### src/rtl/mem_port_arbiter_pkg.sv
// Shared encodings for the fetch/data memory port arbiter.
//   ARB_STATE_LENGTH : width of the arbiter state register
//   arb_state_e      : ARB_IDLE, ARB_ISSUE, ARB_WAIT, ARB_ACK
//   owner_e          : OWNER_IF (fetch) = 0, OWNER_DM (data) = 1
package mem_port_arbiter_pkg;

  localparam int ARB_STATE_LENGTH = 2;

  typedef enum logic [ARB_STATE_LENGTH-1:0] {
    ARB_IDLE  = 2'd0,
    ARB_ISSUE = 2'd1,
    ARB_WAIT  = 2'd2,
    ARB_ACK   = 2'd3
  } arb_state_e;

  typedef enum logic {
    OWNER_IF = 1'b0,
    OWNER_DM = 1'b1
  } owner_e;

endpackage

### src/rtl/mem_port_arbiter_priority.sv
// Grant decision between fetch and data requesters, plus the fetch
// starvation counter.
//   clk, rst      : clock, asynchronous active-low reset
//   if_req/dm_req : level requests from fetch and data stages
//   arb_en        : high while the arbiter is able to grant (IDLE)
//   grant_valid   : at least one requester is active
//   grant_owner   : which requester wins this cycle
module arb_priority
  import mem_port_arbiter_pkg::*;
#(
  parameter int STARVE_MAX = 3
) (
  input  logic   clk,
  input  logic   rst,
  input  logic   if_req,
  input  logic   dm_req,
  input  logic   arb_en,
  output logic   grant_valid,
  output owner_e grant_owner
);

  localparam int SC_W = $clog2(STARVE_MAX + 1);
  localparam logic [SC_W-1:0] SC_MAX = SC_W'(STARVE_MAX);

  // Consecutive data grants taken while fetch was also waiting.
  logic [SC_W-1:0] starve_cnt;

  // Data wins ties unless fetch has already been passed over SC_MAX times.
  always_comb begin
    grant_valid = if_req | dm_req;
    grant_owner = OWNER_IF;
    if (dm_req && !(if_req && (starve_cnt == SC_MAX))) begin
      grant_owner = OWNER_DM;
    end
  end

  always_ff @(posedge clk or negedge rst) begin
    if (!rst) begin
      starve_cnt <= '0;
    end else if (arb_en && grant_valid) begin
      if (grant_owner == OWNER_IF) begin
        starve_cnt <= '0;
      end else if (if_req && (starve_cnt != SC_MAX)) begin
        starve_cnt <= starve_cnt + SC_W'(1);
      end
    end
  end

endmodule

### src/rtl/mem_port_arbiter.sv
// Shares one fixed-latency single-port memory between instruction fetch and
// data memory. Each transaction walks IDLE -> ISSUE -> WAIT -> ACK.
//   clk, rst                     : clock, asynchronous active-low reset
//   if_req/if_addr               : fetch request and address
//   if_rdata/if_ack              : fetched word, one-cycle completion pulse
//   dm_req/dm_we/dm_addr/dm_wdata: data request, direction, address, store data
//   dm_rdata/dm_ack              : load data, one-cycle completion pulse
//   mem_en/mem_we/mem_addr/mem_wdata/mem_rdata : memory port
//   pause                        : stall for PC, IF_ID and ID_EXE
module mem_port_arbiter
  import mem_port_arbiter_pkg::*;
#(
  parameter int ADDR_W     = 32,
  parameter int DATA_W     = 32,
  parameter int MEM_LAT    = 2,
  parameter int STARVE_MAX = 3
) (
  input  logic              clk,
  input  logic              rst,
  input  logic              if_req,
  input  logic [ADDR_W-1:0] if_addr,
  output logic [DATA_W-1:0] if_rdata,
  output logic              if_ack,
  input  logic              dm_req,
  input  logic              dm_we,
  input  logic [ADDR_W-1:0] dm_addr,
  input  logic [DATA_W-1:0] dm_wdata,
  output logic [DATA_W-1:0] dm_rdata,
  output logic              dm_ack,
  output logic              mem_en,
  output logic              mem_we,
  output logic [ADDR_W-1:0] mem_addr,
  output logic [DATA_W-1:0] mem_wdata,
  input  logic [DATA_W-1:0] mem_rdata,
  output logic              pause
);

  localparam int CNT_W = $clog2(MEM_LAT + 1);

  arb_state_e       state;
  owner_e           owner;
  logic             we_lat;
  logic [CNT_W-1:0] wait_cnt;
  logic             grant_valid;
  owner_e           grant_owner;

  arb_priority #(
    .STARVE_MAX (STARVE_MAX)
  ) u_prio (
    .clk         (clk),
    .rst         (rst),
    .if_req      (if_req),
    .dm_req      (dm_req),
    .arb_en      (state == ARB_IDLE),
    .grant_valid (grant_valid),
    .grant_owner (grant_owner)
  );

  assign pause = (if_req & ~if_ack) | (dm_req & ~dm_ack);

  // Address, write data and direction are captured straight into the memory
  // port registers at grant, so they appear during ISSUE and later input
  // changes cannot disturb the transaction.
  always_ff @(posedge clk or negedge rst) begin
    if (!rst) begin
      state     <= ARB_IDLE;
      owner     <= OWNER_IF;
      we_lat    <= 1'b0;
      wait_cnt  <= '0;
      mem_en    <= 1'b0;
      mem_we    <= 1'b0;
      mem_addr  <= '0;
      mem_wdata <= '0;
      if_ack    <= 1'b0;
      dm_ack    <= 1'b0;
      if_rdata  <= '0;
      dm_rdata  <= '0;
    end else begin
      case (state)
        ARB_IDLE: begin
          if (grant_valid) begin
            owner  <= grant_owner;
            mem_en <= 1'b1;
            if (grant_owner == OWNER_DM) begin
              mem_addr  <= dm_addr;
              mem_wdata <= dm_wdata;
              mem_we    <= dm_we;
              we_lat    <= dm_we;
            end else begin
              mem_addr <= if_addr;
              mem_we   <= 1'b0;
              we_lat   <= 1'b0;
            end
            state <= ARB_ISSUE;
          end
        end
        ARB_ISSUE: begin
          mem_en   <= 1'b0;
          mem_we   <= 1'b0;
          wait_cnt <= CNT_W'(MEM_LAT);
          state    <= ARB_WAIT;
        end
        ARB_WAIT: begin
          wait_cnt <= wait_cnt - CNT_W'(1);
          // Count of 1 marks the cycle the memory presents its read data.
          if (wait_cnt == CNT_W'(1)) begin
            if (owner == OWNER_IF) begin
              if_rdata <= mem_rdata;
              if_ack   <= 1'b1;
            end else begin
              if (!we_lat) begin
                dm_rdata <= mem_rdata;
              end
              dm_ack <= 1'b1;
            end
            state <= ARB_ACK;
          end
        end
        ARB_ACK: begin
          if_ack <= 1'b0;
          dm_ack <= 1'b0;
          state  <= ARB_IDLE;
        end
        default: state <= ARB_IDLE;
      endcase
    end
  end

endmodule
### config.mk
export PLATFORM = sky130hd
export DESIGN_NAME = mem_port_arbiter
export DESIGN_NICKNAME = d
export VERILOG_FILES = /design/src/rtl/mem_port_arbiter_pkg.sv /design/src/rtl/mem_port_arbiter_priority.sv /design/src/rtl/mem_port_arbiter.sv
export SDC_FILE = /design/constraint.sdc
export NUM_CORES = 1
export LEC_CHECK = 0
export CAP_MARGIN = 5
export CORE_ASPECT_RATIO = 0.75
export CORE_UTILIZATION = 30
export CTS_BUF_LIST = sky130_fd_sc_hd__clkbuf_2 sky130_fd_sc_hd__clkbuf_4 sky130_fd_sc_hd__clkbuf_8
export CTS_CLUSTER_DIAMETER = 50
export DETAILED_ROUTE_END_ITERATION = 6
export PLACE_DENSITY = 0.6
export SLEW_MARGIN = 25
export SYNTH_ARGS = -nofsm -noshare
export SYNTH_HDL_FRONTEND = slang
export SYNTH_SLANG_ARGS = --single-unit
### constraint.sdc
create_clock -name clk -period 2.2 [get_ports clk]
set_input_delay 0.22 -clock clk [delete_from_list [all_inputs] [get_ports clk]]
set_output_delay 0.22 -clock clk [all_outputs]
set_load 0.02 [all_outputs]
==> results.json, run 1 <==
{
  "p_sw_frac": 0.3587,
  "p_clk_frac": 0.171,
  "fin_skew_ns": 0.01504,
  "hold_violations": 0,
  "avgSynthCellArea_um2": 12.97,
  "port_buffers": 265,
  "fin_setup_tns_ns": 0,
  "grt_max_degree": 65,
  "drive_gt1_frac": 0.2016,
  "ys_warn_count": 0,
  "drc": 0,
  "worst-endpoint-arrival_ns": 1.65,
  "yosysMostFrequentCell": "dfrtp_1",
  "fmax_ghz": 0.5353,
  "numClockSinks": 140,
  "finalPower_mw": 13.96,
  "vias_per_cell": 4.502,
  "core_region_area_um2": 18620,
  "nFillCells": 1682,
  "grt_antenna_before_repair": 0,
  "synth_edf_count": 0,
  "combPwrFrac": 0.498,
  "path_cells": "o22ai_1 -> clkdlybuf4s50_1",
  "leakage_nw": 3.948,
  "vdd_drop_max_mv": 0.7649,
  "final.min_clock_period_ns": 1.868,
  "critPathBufInv": 1,
  "power_density_nw_per_um2": 1519,
  "grt_remaining_overflow": 0,
  "worstSetupStartpointType": "flop",
  "timing.slew.headroom": 0.7151,
  "seqPwrFrac": 0.331,
  "synth-async-reset-ratio": 1.000,
  "postRouteAntennaNets": 0,
  "rsz0062_at_grt": "false",
  "drt_iter0_drc": 218,
  "grt_pass1_wl_mm": 24.76,
  "htree_num_levels": 4,
  "clkTransAtPathRegs_ns": 0.08,
  "yosysTopAreaCell": "dfrtp_1",
  "crit_start": "if_ack",
  "fin_nets": 855,
  "dieArea_um2": 19680,
  "cts_tree": "built",
  "crit_fanout": 3,
  "drv_cap": 0,
  "area_growth_pct": 60.29,
  "synth_area_leaders": "dfrtp_1 61%, mux2_2 13%, mux2_4 7.6%",
  "critPathMaxStageDelay_ns": 0.64,
  "postCtsSetupRepairBufs": 0,
  "yosysTopAreaCellShare": 0.6110,
  "final-seq-area_um2": 3503,
  "ys_seq_area_frac": 0.6110,
  "track_usage": 0.1615,
  "required_ns": 1.98,
  "routabilityCongestion": 0.7625,
  "die_w_um": 161.6,
  "worst_path_max_delay_cell": "clkdlybuf4s50_1",
  "die_y_um": 121.7,
  "r2r-start": "state[0]",
  "rows": 43,
  "synth_cell_types": 29,
  "status": "finished, final reports clean",
  "grt_pass1_vias": 4745,
  "fin_ws_ns": 0.3320,
  "endpoint_kind": "output port",
  "synth_seq_cells": 140,
  "routed_wirelength_mm": 15.23,
  "cts_root_buf": "clkbuf_8",
  "period_share": 0.8491,
  "reg2regPathDepth": 5,
  "post_drt_wl_per_cell_um": 15.60,
  "slew_viol_final": 0,
  "io_pins": 266,
  "first_pass_iters": 5,
  "critPathKind": "flop to output port",
  "multi_input_area_um2": 2067,
  "worst-path-stages": 2,
  "pre_cts_ws_ns": 0.3253,
  "numCtsBuffers": 17,
  "start_util": 0.3080,
  "netlist_instances": 442,
  "vias": 4394,
  "internal-power_mw": 8.954,
  "clockBufferDepth": 2,
  "syn_nets": 581,
  "crit_family": "buffers and inverters",
  "clk-insertion-delay-late_ns": 0.43,
  "syn_area_um2": 5734,
  "setup_viol_count_final": 0,
  "hold_path_class": "input pin to asynchronous set/reset pin",
  "cts_resized": 0,
  "place_hpwl_mm": 11.18,
  "ys.flop_type": "dfrtp_1",
  "diodes": 0,
  "p_sw_mw": 5.007,
  "synth_common_cells": "140 x dfrtp_1, 68 x mux2_2, 67 x a21oi_1",
  "tightest_slew_ns": 0.4274
}
-- layout by cell type (no fill, tap or decap), drive strengths merged, types with 2 or more instances in the layout --
master         count
buf               14
nand2             42
clkinvlp           2
bufinv             5
ha                 6
dfrtp            140
clkbuf            18
o21ai              7
inv               12
a21oi             67
clkinv             5
nor2              34
mux2              97
clkdlybuf4s50    264
-- through the flow --
stage / util / instances / hold slack [ns] / area [um^2]
3_3_place_gp: 0.4683 / 943 / 0.1804 / 8718
6_report: 0.4937 / 976 / 0.2833 / 9191
4_1_cts: 0.4937 / 976 / 0.2655 / 9191
2_1_floorplan: - / 442 / -0.07559 / 5734
5_1_grt: 0.4937 / 976 / 0.2842 / 9191
3_5_place_dp: 0.4683 / 943 / 0.1755 / 8718
-- worst paths after layout --
| kind | slack [ns] | end |
|---|---|---|
| min reg2reg | 0.50 | if_rdata[1] |
| max reg2reg | 0.41 | state[1] |
| min in group clk | 0.32 | mem_addr[17] |
| max in group asynchronous | 1.19 | if_rdata[18] |
| min | 0.28 | mem_addr[2] |
| max | 0.33 | pause |
-- cell type report --
cell class | count | area share
flip-flops and latches | 140 | 0.3812
repair buffers | 279 | 0.3059
multi-input cells | 268 | 0.2249
well taps | 247 | 0.03362
clock buffers | 18 | 0.02695
clock inverters | 14 | 0.02341
inverters | 10 | 0.004084
-- state kept, by name, indices dropped and copies added, names as in the netlist, 2 cells and up --
name and cells:
dm_rdata 32, if_rdata 32, mem_addr 32, mem_wdata 32, state 2, u_prio.starve_cnt 2
wait_cnt 2
-- what timing repair did --
item | in CTS | in global routing
hold endpoints to repair | 41 | 0
setup endpoints to repair | 0 | 0
hold buffers | 1 | 0
-- power groups by stage --
stage          sequential (mW)  combinational, mW  clock [mW]
3_3_place_gp              4.59               6.93           0
4_1_cts                   4.64               7.04        2.47
2_1_floorplan             6.10               2.11           0
5_1_grt                   4.80               7.41        2.59
6_report                  4.62               6.95        2.39
3_5_place_dp              4.65               7.03           0
-- cells by family after synthesis --
| logic type | count (synthesis) | share of synthesized area |
|---|---|---|
| AO/OA/AOI/OAI | 82 | 0.07877 |
| multiplexers | 98 | 0.2112 |
| buffers and inverters | 34 | 0.02858 |
| adder cells (fa/ha/maj) | 6 | 0.01309 |
| flip-flops | 140 | 0.6110 |
| AND/OR/NAND/NOR | 82 | 0.05739 |
-- metal layers --
metal | vias up | global-route usage | routed length (um) | share of wire
met5 | - | 0 | 0 | 0
met2 | 161 | 0.2664 | 7303 | 0.48
met3 | 18 | 0.05652 | 1146 | 0.075
li1 | 2063 | - | - | -
met4 | 0 | 0.05071 | 242 | 0.016
met1 | 2152 | 0.1986 | 6536 | 0.43
(Power assumes the default switching activity.)
==> run 2, diff against run 1 <==
==> constraint.sdc (replaced) <==
create_clock -name clk -period 1.9 [get_ports clk]
set_input_delay 0.19 -clock clk [delete_from_list [all_inputs] [get_ports clk]]
set_output_delay 0.19 -clock clk [all_outputs]
set_load 0.02 [all_outputs]
==> results.json, run 2 (synthesized netlist as in run 1, its figures left out) <==
{
  "final.min_clock_period_ns": 1.711,
  "nFillCells": 1667,
  "postRouteAntennaNets": 0,
  "reg2reg_slack_ns": 0.19,
  "period_share": 0.9007,
  "p_sw_frac": 0.3649,
  "die_y_um": 121.7,
  "rsz0062_at_grt": "false",
  "timing.slew.headroom": 0.6864,
  "fin_skew_ns": 0.01446,
  "seqPwrFrac": 0.336,
  "path_cells": "inv_1 -> ha_1 -> nand3b_1 -> buf_12 -> mux2_2",
  "fin_ws_ns": 0.1886,
  "port_buffers": 265,
  "cts_tree": "built",
  "worstSetupStartpointType": "flop",
  "first_pass_iters": 4,
  "crit_fanout": 32,
  "drive_gt1_frac": 0.2005,
  "rows": 43,
  "reg2regPathDepth": 5,
  "finalPower_mw": 15.99,
  "htree_num_levels": 4,
  "required_ns": 2.22,
  "fin_util": 0.4942,
  "fin_setup_tns_ns": 0,
  "vias_per_cell": 4.512,
  "multi_input_area_um2": 2067,
  "critPathMaxStageDelay_ns": 0.41,
  "setup_viol_count_final": 0,
  "power_density_nw_per_um2": 1738,
  "diodes": 0,
  "clockBufferDepth": 2,
  "status": "finished, final reports clean",
  "cts_root_buf": "clkbuf_8",
  "grt_antenna_before_repair": 0,
  "grt_pass1_wl_mm": 24.53,
  "final-seq-area_um2": 3503,
  "pre_cts_ws_ns": 0.1303,
  "combPwrFrac": 0.504,
  "p_clk_frac": 0.160,
  "dieArea_um2": 19680,
  "endpoint_kind": "flop",
  "highest_layer": "met4",
  "fmax_ghz": 0.5843,
  "placed_cell_area_um2": 8761,
  "vias": 4399,
  "drt_iter0_drc": 139,
  "area_growth_pct": 60.42,
  "worst_path_max_delay_cell": "dfrtp_1",
  "post_drt_wl_per_cell_um": 15.81,
  "postCtsSetupRepairBufs": 0,
  "wl_met1_mm": 6.632,
  "place_hpwl_mm": 11.10,
  "hold_violations": 0,
  "start_util": 0.3080,
  "leakage_nw": 3.956,
  "clk-insertion-delay-late_ns": 0.44,
  "clkTransAtPathRegs_ns": 0.08,
  "drc": 0,
  "wl_met2_mm": 7.289,
  "instances_no_fill": 975,
  "fin_area_um2": 9199,
  "r2r_end": "if_rdata[3]",
  "tightest_slew_ns": 0.4704,
  "track_usage": 0.1613,
  "numClockSinks": 140,
  "final_common_cell": "clkdlybuf4s50_1",
  "slew_viol_final": 0,
  "p_sw_mw": 5.836,
  "r2r-start": "state[0]",
  "numCtsBuffers": 17,
  "grt_max_degree": 55,
  "worst-endpoint-arrival_ns": 2.03,
  "routabilityCongestion": 0.7705,
  "wl_met3_mm": 1.257,
  "critPathKind": "flop to flop",
  "die_w_um": 161.6,
  "routed_wirelength_mm": 15.42,
  "hold_path_class": "input pin to asynchronous set/reset pin",
  "grt_remaining_overflow": 0,
  "internal-power_mw": 10.16,
  "mostFrequentLayoutCells": "263 x clkdlybuf4s50_1, 140 x dfrtp_1, 68 x mux2_2",
  "vdd_drop_max_mv": 0.8616,
  "placedCellCount": 942,
  "fin_nets": 854,
  "io_pins": 266,
  "core_region_area_um2": 18620,
  "whs_ns": 0.2613,
  "grt_pass1_vias": 4727,
  "drv_cap": 0
}
run 2: cell types whose count changed in the layout (fill, tap and decap cells not counted), sizes merged:
cell	previous run	this run
buf	14	13
bufinv	5	3
clkbuf	18	20
clkdlybuf4s50	264	263
dlymetal6s2s	0	1
run 2: worst max-delay path, delay by kind of cell (launching register included):
kind | cells | cell delay, ns
AND/OR/NAND/NOR | 1 | 0.20
multiplexers | 1 | 0.36
buffers and inverters | 2 | 0.32
flip-flops | 1 | 0.41
adder cells (fa/ha/maj) | 1 | 0.29
run 2: how the worst max path moves through the flow:
stage	startpoint	endpoint	slack (ns)	cells after the start
after floorplan	state[0]	if_rdata[0]	0.25	6
after global placement	if_req	mem_wdata[31]	0.16	6
after detailed placement	if_req	mem_wdata[0]	0.13	6
after CTS	dm_ack	pause	0.002	2
after global routing	state[1]	state[1]	0.07	5
final	state[0]	if_rdata[3]	0.19	5
run 2: layer usage:
layer,GRT usage,up-vias
met4,0.06014,0
met5,0,-
met3,0.05686,19
li1,-,2064
met1,0.1975,2160
met2,0.2627,156
run 2: layout make-up:
class / instances / share of cell area
Clock buffer: 20 / 0.02856
Clock inverter: 12 / 0.01768
Inverter: 10 / 0.004081
Multi-Input combinational cell: 268 / 0.2247
Sequential cell: 140 / 0.3808
Tap cell: 247 / 0.03360
Timing Repair Buffer: 278 / 0.3105
run 2: timing repair:
action / 4_1_cts / 5_1_grt
hold endpoints to repair: 45 / 0
setup endpoints to repair: 0 / 1
resized for setup: 0 / 1
hold buffers: 1 / 0
run 2: power groups by stage:
stage,combinational [mW],clock [mW],sequential (mW)
2_1_floorplan,2.44,0,7.06
3_3_place_gp,8.04,0,5.34
3_5_place_dp,8.17,0,5.40
4_1_cts,8.18,2.66,5.39
5_1_grt,8.59,2.80,5.56
6_report,8.07,2.56,5.37
